File: config.mk
export PLATFORM = sky130hd
export DESIGN_NAME = riscv_regfile_wb
export DESIGN_NICKNAME = d
export VERILOG_FILES = /design/src/rtl/riscv_constants.sv /design/src/rtl/riscv_regfile_wb.sv
export SDC_FILE = /design/constraint.sdc
export NUM_CORES = 2
export LEC_CHECK = 0
export ABC_AREA = 1
export ABC_CLOCK_PERIOD_IN_PS = 3600
export CAP_MARGIN = 20
export CORE_ASPECT_RATIO = 0.75
export CORE_MARGIN = 3
export CORE_UTILIZATION = 30
export DETAILED_ROUTE_END_ITERATION = 6
export PLACE_DENSITY = 0.5
export SYNTH_ARGS = -nofsm -noshare
export SYNTH_HDL_FRONTEND = slang
export SYNTH_SLANG_ARGS = --single-unit
File: constraint.sdc
create_clock -name clk -period 3.6 [get_ports clk]
set_clock_uncertainty 0.1 [all_clocks]
set_input_delay 1.08 -clock clk [delete_from_list [all_inputs] [get_ports clk]]
set_output_delay 1.08 -clock clk [all_outputs]
set_load 0.005 [all_outputs]
File: src/rtl/riscv_constants.sv
// rtl/riscv_constants.sv - shared encodings for the RISC-V operand path
package riscv_constants;

    // Three bits wide so that encodings outside the four defined sources exist.
    typedef enum logic [2:0] {
        WB_ALU = 3'd0,
        WB_MEM = 3'd1,
        WB_PC4 = 3'd2,
        WB_CSR = 3'd3
    } wb_sel_e;

endpackage

File: src/rtl/riscv_regfile_wb.sv
// rtl/riscv_regfile_wb.sv - integer register file with write-back source select and load wait
module riscv_regfile_wb
    import riscv_constants::*;
#(
    parameter int XLEN  = 32,
    parameter int NREGS = 32
) (
    input  logic            clk,
    input  logic            rst,
    input  logic [4:0]      rs1_addr,
    input  logic [4:0]      rs2_addr,
    output logic [XLEN-1:0] rs1_data,
    output logic [XLEN-1:0] rs2_data,
    input  logic            wb_valid,
    input  wb_sel_e         wb_sel,
    input  logic [4:0]      rd_addr,
    input  logic [XLEN-1:0] alu_out,
    input  logic [XLEN-1:0] pc,
    input  logic [XLEN-1:0] csr_rdata,
    input  logic [2:0]      load_funct3,
    input  logic            mem_rsp_valid,
    input  logic [XLEN-1:0] mem_rdata,
    output logic            stall,
    output logic            retire
);

    typedef enum logic {IDLE, WAIT_MEM} state_e;

    state_e          state;
    logic [XLEN-1:0] regs [NREGS];
    logic [4:0]      pend_rd;
    logic [2:0]      pend_f3;
    logic [1:0]      pend_off;

    logic            do_wb;
    logic            src_ok;
    logic            wr_en;
    logic [4:0]      wr_rd;
    logic [XLEN-1:0] wr_data;
    logic [2:0]      ld_f3;
    logic [1:0]      ld_off;
    logic [XLEN-1:0] ld_data;

    function automatic logic [XLEN-1:0] load_align(input logic [XLEN-1:0] w,
                                                   input logic [2:0] f3,
                                                   input logic [1:0] off);
        logic [7:0]  b;
        logic [15:0] h;
        case (off)
            2'd0:    b = w[7:0];
            2'd1:    b = w[15:8];
            2'd2:    b = w[23:16];
            default: b = w[31:24];
        endcase
        h = off[1] ? w[31:16] : w[15:0];
        case (f3)
            3'b000:  load_align = {{(XLEN-8){b[7]}}, b};
            3'b100:  load_align = {{(XLEN-8){1'b0}}, b};
            3'b001:  load_align = {{(XLEN-16){h[15]}}, h};
            3'b101:  load_align = {{(XLEN-16){1'b0}}, h};
            default: load_align = w;
        endcase
    endfunction

    always_comb begin
        do_wb   = 1'b0;
        src_ok  = 1'b1;
        wr_rd   = rd_addr;
        ld_f3   = load_funct3;
        ld_off  = alu_out[1:0];
        wr_data = '0;
        stall   = 1'b0;
        if (state == WAIT_MEM) begin
            wr_rd  = pend_rd;
            ld_f3  = pend_f3;
            ld_off = pend_off;
        end
        ld_data = load_align(mem_rdata, ld_f3, ld_off);

        if (state == IDLE) begin
            do_wb = wb_valid && ((wb_sel != WB_MEM) || mem_rsp_valid);
            stall = wb_valid && (wb_sel == WB_MEM) && !mem_rsp_valid;
            case (wb_sel)
                WB_ALU:  wr_data = alu_out;
                WB_PC4:  wr_data = pc + XLEN'(4);
                WB_CSR:  wr_data = csr_rdata;
                WB_MEM:  wr_data = ld_data;
                default: src_ok  = 1'b0;
            endcase
        end else begin
            do_wb   = mem_rsp_valid;
            stall   = !mem_rsp_valid;
            wr_data = ld_data;
        end

        // A reset cycle suppresses everything, including a response landing in WAIT_MEM.
        if (rst) begin
            do_wb = 1'b0;
            stall = 1'b0;
        end
        retire = do_wb;
        wr_en  = do_wb && src_ok && (wr_rd != 5'd0);
    end

    always_comb begin
        if (rs1_addr == 5'd0)                   rs1_data = '0;
        else if (wr_en && (wr_rd == rs1_addr))  rs1_data = wr_data;
        else                                    rs1_data = regs[rs1_addr];

        if (rs2_addr == 5'd0)                   rs2_data = '0;
        else if (wr_en && (wr_rd == rs2_addr))  rs2_data = wr_data;
        else                                    rs2_data = regs[rs2_addr];
    end

    always_ff @(posedge clk) begin
        if (rst) begin
            for (int i = 0; i < NREGS; i++) regs[i] <= '0;
            state    <= IDLE;
            pend_rd  <= '0;
            pend_f3  <= '0;
            pend_off <= '0;
        end else begin
            if (wr_en) regs[wr_rd] <= wr_data;
            case (state)
                IDLE: begin
                    if (wb_valid && (wb_sel == WB_MEM) && !mem_rsp_valid) begin
                        pend_rd  <= rd_addr;
                        pend_f3  <= load_funct3;
                        pend_off <= alu_out[1:0];
                        state    <= WAIT_MEM;
                    end
                end
                default: begin
                    if (mem_rsp_valid) state <= IDLE;
                end
            endcase
        end
    end

endmodule

Word level (Yosys, flattened, before mapping)
Memories as Yosys holds them, arrays and structs flattened.
Cells that the tools add are included.
{"block": "classes", "n_eq_ne": 11, "n_bitwise": 1, "n_reduce_logical": 18, "add_sub_neg": 1, "n_mux": 29}
{"cell": "$pmux 32 s4", "count": 2}
{"cell": "$mux 32", "count": 6}
{"cell": "$add 32x3->32 const B", "count": 1}
{"cell": "$reduce_or 32->1", "count": 1}
{"cell": "$pmux 8 s3", "count": 1}
{"cell": "$mux 16", "count": 1}
{"cell": "$mux 1", "count": 15}
{"cell": "$eq 5x5->1", "count": 2}
{"cell": "$logic_not 5->1", "count": 2}
{"cell": "$mux 5", "count": 2}
{"cell": "$logic_and 1x1->1", "count": 7}
{"cell": "$eq 3x1->1 const B", "count": 2}
{"cell": "$eq 3x2->1 const B", "count": 2}
{"cell": "$eq 3x3->1 const B", "count": 2}
{"cell": "$logic_not 3->1", "count": 2}
{"cell": "$reduce_bool 5->1", "count": 1}
{"cell": "$reduce_or 4->1", "count": 1}
{"cell": "$mux 3", "count": 1}
{"cell": "$ne 3x1->1 const B", "count": 1}
{"cell": "$eq 2x1->1 const B", "count": 1}
{"cell": "$eq 2x2->1 const B", "count": 1}
{"cell": "$logic_not 2->1", "count": 1}
{"cell": "$mux 2", "count": 1}
{"cell": "$reduce_and 2->1", "count": 1}
{"cell": "3 further kinds", "count": 3}
{"block": "word_totals", "out_inout_bits": 66, "mem_bits_rw": 1024, "wordCells": 65, "mem_count": 1, "input_bits": 153, "regBits": 11}
{"memory": "regs", "depth": 32, "width": 32, "rd": 2, "rd_ports_with_merged_regs": 0, "write_ports": 32, "line": "riscv_regfile_wb.sv:30", "source": "logic [XLEN-1:0] regs [NREGS];"}

Longest topological paths before layout
{"block": "logic_depth", "depth_word": 12, "depth_mapped": 15, "depth_no_buf": 15}

Worst setup path after synthesis
No wires, ideal clock.
{"block": "synth_timing", "kind": "input port to output port", "startpoint": "input port rs1_addr[0]", "endpoint": "output port rs1_data[13]", "t_required_ns": 2.420, "cell_stages": 13, "path_buffers": 4, "t_arrival_ns": 2.702, "setup_slack_ns": -0.282, "cell_sequence": "buf_2 -> inv_1 -> clkbuf_1 -> clkbuf_1 -> clkbuf_1 -> nand2_1 -> nand3_1 -> nand3_1 -> nand3_1 -> nand3_1 -> nand3_1 -> nand2_1 -> a21oi_1"}
{"block": "synth_between", "elab_chain_len": 4, "elab_cells_between_ends": 6, "classes_between": "eq/ne: 1; mux: 2; reduce/logical: 2; memory: 1"}
{"item": "from (decl)", "line": "riscv_regfile_wb.sv:10", "source": "input logic [4:0] rs1_addr,"}
{"item": "branches (longest 3 deep; another with $mem_v2 32x32)"}
{"item": "$mux 32 *", "line": "riscv_regfile_wb.sv:106", "source": "if (rs1_addr == 5'd0) rs1_data = '0;"}
{"item": "to (decl)", "line": "riscv_regfile_wb.sv:12", "source": "output logic [XLEN-1:0] rs1_data,"}
Mark *: on every way between the ends.

Worst setup path in the final report
{"block": "layout_timing", "startpoint": "input port rs2_addr[0]", "endpoint": "output port rs2_data[5]"}
{"block": "layout_between", "elab_chain_len": 4, "elab_cells_between_ends": 6, "classes_between": "eq/ne: 1; mux: 2; reduce/logical: 2; memory: 1"}
{"item": "from (decl)", "line": "riscv_regfile_wb.sv:11", "source": "input logic [4:0] rs2_addr,"}
{"item": "branches (longest 3 deep; another with $mem_v2 32x32)"}
{"item": "$mux 32 *", "line": "riscv_regfile_wb.sv:110", "source": "if (rs2_addr == 5'd0) rs2_data = '0;"}
{"item": "to (decl)", "line": "riscv_regfile_wb.sv:13", "source": "output logic [XLEN-1:0] rs2_data,"}
Marks and branches as above.

==> qor.yml <==
setup_path:
  cp.arrival_ns: 3.16
  crit_type: "in -> out"
  end_kind: "output port"
  critPathMaxFanout: 25
  startpoint_type: "input port"
  critical_path_required_ns: 2.42
timing:
  grt_setup_unrepaired: "yes"
  tightest_slew_ns: 0.850
  hold_viol: 0
  relSlewSlack_pct: 43.3
  period_share_pct: 121
  final.setup.worst_slack_ns: -0.739
  finalSetupViolations: 64
  maxSlewViolCount: 0
  fin_crit_ns: 4.34
  max_clock_freq_ghz: 0.230
route:
  routed_via_density: 5.57
  drc: 1
  vias: 61100
  drt_iter0_markers: 9566
  first_pass_iters: 7
  post_drt_wl_per_cell_microns: 26.0
  ant_nets: 0
  drt_wl_total_mm: 285
synthesis:
  ys_seq_area_share_pct: 52.2
  synth.top_cell.area_share_pct: 51.9
  avgSynthCellArea_sq_um: 7.86
  synth-edff-count: 1024
  yosys-top-cells-area: "edfxtp_1 52%, nand3_1 14%, nand2_1 13%, nor2_1 8.4%, clkbuf_1 2.4%"
  synthFlopType: "edfxtp_1"
  synth_top_cell_by_area: "edfxtp_1"
  syn_area_sq_um: 59300
  async_flop_share_pct: 0
  ys_types: 46
  ys_ff_latch: 1035
  synthCells: 7543
  ys_warn_count: 0
run_status:
  failed_checks: "design-rule violations, negative setup slack"
  status: "finished, violations left"
floorplanning:
  ios: 219
  die-area_sq_um: 203000
  die_x_microns: 519
  core_sq_um: 195000
  start_util_pct: 30.4
  rows: 140
  die_y_microns: 391
clocking:
  cts_hold_buffers: 0
  cts_buffers: 107
  clock_latency_ns: 0.77
  htree_levels: 3
  clockBufferDepth: 3
  cts_tree: "yes"
  clockRootBuffer: "clkbuf_16"
  clkTransAtPathRegs_ns: 0.07
  clkSinkCount: 1035
global_route:
  grt_max_degree: 65
  grt.overflow.total: 0
  grt_antenna_before_repair: 5
  first_global_vias: 57600
  grtUsageTotal_pct: 27.2
  grt_pass1_wl_mm: 409
flow_run:
  maxCapViolations: 0
power_and_ir_drop:
  ir_worst_vdd_mv: 0.384
  p_per_area_nw_per_um2: 395
  power_leakage_uw: 0.0307
min_path:
  hp-class: "reg -> reg"
placement:
  place.gp.congestion: 0.957
  place.detailed.hpwl_mm: 190
  dp.cells: 10600
  port_buffers: 218
  pre_cts_ws_ns: -1.60
finish:
  fill_cells: 19300
  fin_cells: 11000
  syn2layout_area_growth_pct: 33.3
  num-nets-final: 8406
  drive_above_1_share_pct: 21.0
per-stage QoR:
| stage | total power, uW | hold WS (ns) | setup TNS, ns | util (%) | cell area, sq um |
|---|---|---|---|---|---|
| floorplan | 16600 | 0.324 | -0.229 | - | 59700 |
| global placement | 19700 | 0.337 | -372.41 | 37.0 | 72300 |
| detailed placement | 19700 | 0.340 | -395.04 | 37.0 | 72300 |
| CTS | 31100 | 0.350 | -39.42 | 40.2 | 78500 |
| global route | 32200 | 0.393 | -46.79 | 40.5 | 79000 |
| finish | 31200 | 0.385 | -39.75 | 40.5 | 79000 |
final timing paths:
kind	startpoint	endpoint	slack, ns	depth (start not counted)
hold reg to reg	pend_f3[2]	pend_f3[2]	0.39	2
setup / recovery	rs2_addr[0]	rs2_data[5]	-0.74	14
hold / removal	pend_f3[2]	pend_f3[2]	0.39	2
setup reg to reg	state	regs[18][10]	0.58	15
flip-flops by register name, indices dropped and copies added, names as in the netlist:
name and count:
state 1, regs 1024, pend_f3 3, pend_rd 5
pend_off 2
worst max-delay path: stages:
cell and delay, ns:
buf_8 0.16, clkinv_16 0.17, buf_4 0.19, nand2_1 0.08, nand4_1 0.19, nor3_4 0.25, nand2_8 0.12, buf_12 0.15
buf_12 0.13, buf_12 0.15, o21ai_4 0.10, nand2_2 0.10, a21oi_2 0.13, buf_2 0.13
cell type report:
cell class                      count  area, sq um  share of cell area (%)
Tap cell                         2627         3290                    4.16
Antenna cell                        5         12.5                  0.0158
Sequential cell                  1035        31000                    39.2
Clock buffer                      127         2770                    3.51
Clock inverter                     65          591                   0.747
Inverter                          146          668                   0.845
Timing Repair Buffer             1247        13700                    17.3
Multi-Input combinational cell   5715        27000                    34.2
layer usage:
layer	GRT usage, %	share of wire (%)
met1	38.8	42
met2	39.8	42
met3	6.39	12
met4	9.90	3.9
met5	0	0.0046
synth_stat cells, types with 9 or more instances:
cell type / n
a221oi_1: 9
a21oi_1: 125
nor3_1: 23
buf_2: 207
buf_6: 16
a31oi_1: 33
edfxtp_1: 1024
nand3_1: 1637
dfxtp_1: 11
inv_1: 135
nor2_1: 1323
nand2_1: 2075
buf_1: 67
clkbuf_1: 385
nand4_1: 11
o211ai_1: 34
o221ai_1: 64
o21ai_0: 288
power by group:
| group | total, uW | switching (uW) | leakage [uW] | internal, uW |
|---|---|---|---|---|
| clock | 11200 | 5140 | 0.00164 | 6070 |
| combinational | 6110 | 3840 | 0.0183 | 2270 |
| sequential | 13900 | 226 | 0.0107 | 13600 |
| total | 31200 | 9210 | 0.0307 | 22000 |
timing repair:
| action | 4_1_cts | 5_1_grt |
|---|---|---|
| gates cloned | 11 | 2 |
| gates resized for setup | 932 | 109 |
| setup endpoints to repair | 66 | 64 |
| pin swaps | 169 | 73 |
| setup buffers | 104 | 25 |
cell families (layout without fill, tap and decap cells):
group | after synthesis | in the layout | share of synthesized area, %
AOI/OAI and AO/OA | 587 | 587 | 5.83
xor gates and xnor gates | 5 | 5 | 0.0738
adders and majority gates | 1 | 1 | 0.0211
buffers and inverters | 825 | 1585 | 5.89
DFF | 1035 | 1035 | 52.2
other | 1 | 37 | 0.00632
and+or+nand+nor | 5089 | 5090 | 36.0
placed cells by master, fill, tap and decap left out, types with 31 or more instances in the layout:
cell type	n
nand2_1	1896
nand3_1	1567
nor2_1	1280
edfxtp_1	1024
buf_4	679
buf_12	280
o21ai_0	239
nand2_2	153
clkbuf_16	110
clkdlybuf4s50_1	94
inv_1	91
a21oi_1	84
buf_6	65
o221ai_1	64
buf_2	62
nand3_2	45
inv_2	36
o211ai_1	34
a31oi_1	32
conb_1	32
nand2_4	31
Note: power is estimated with default switching activity, not from simulation.
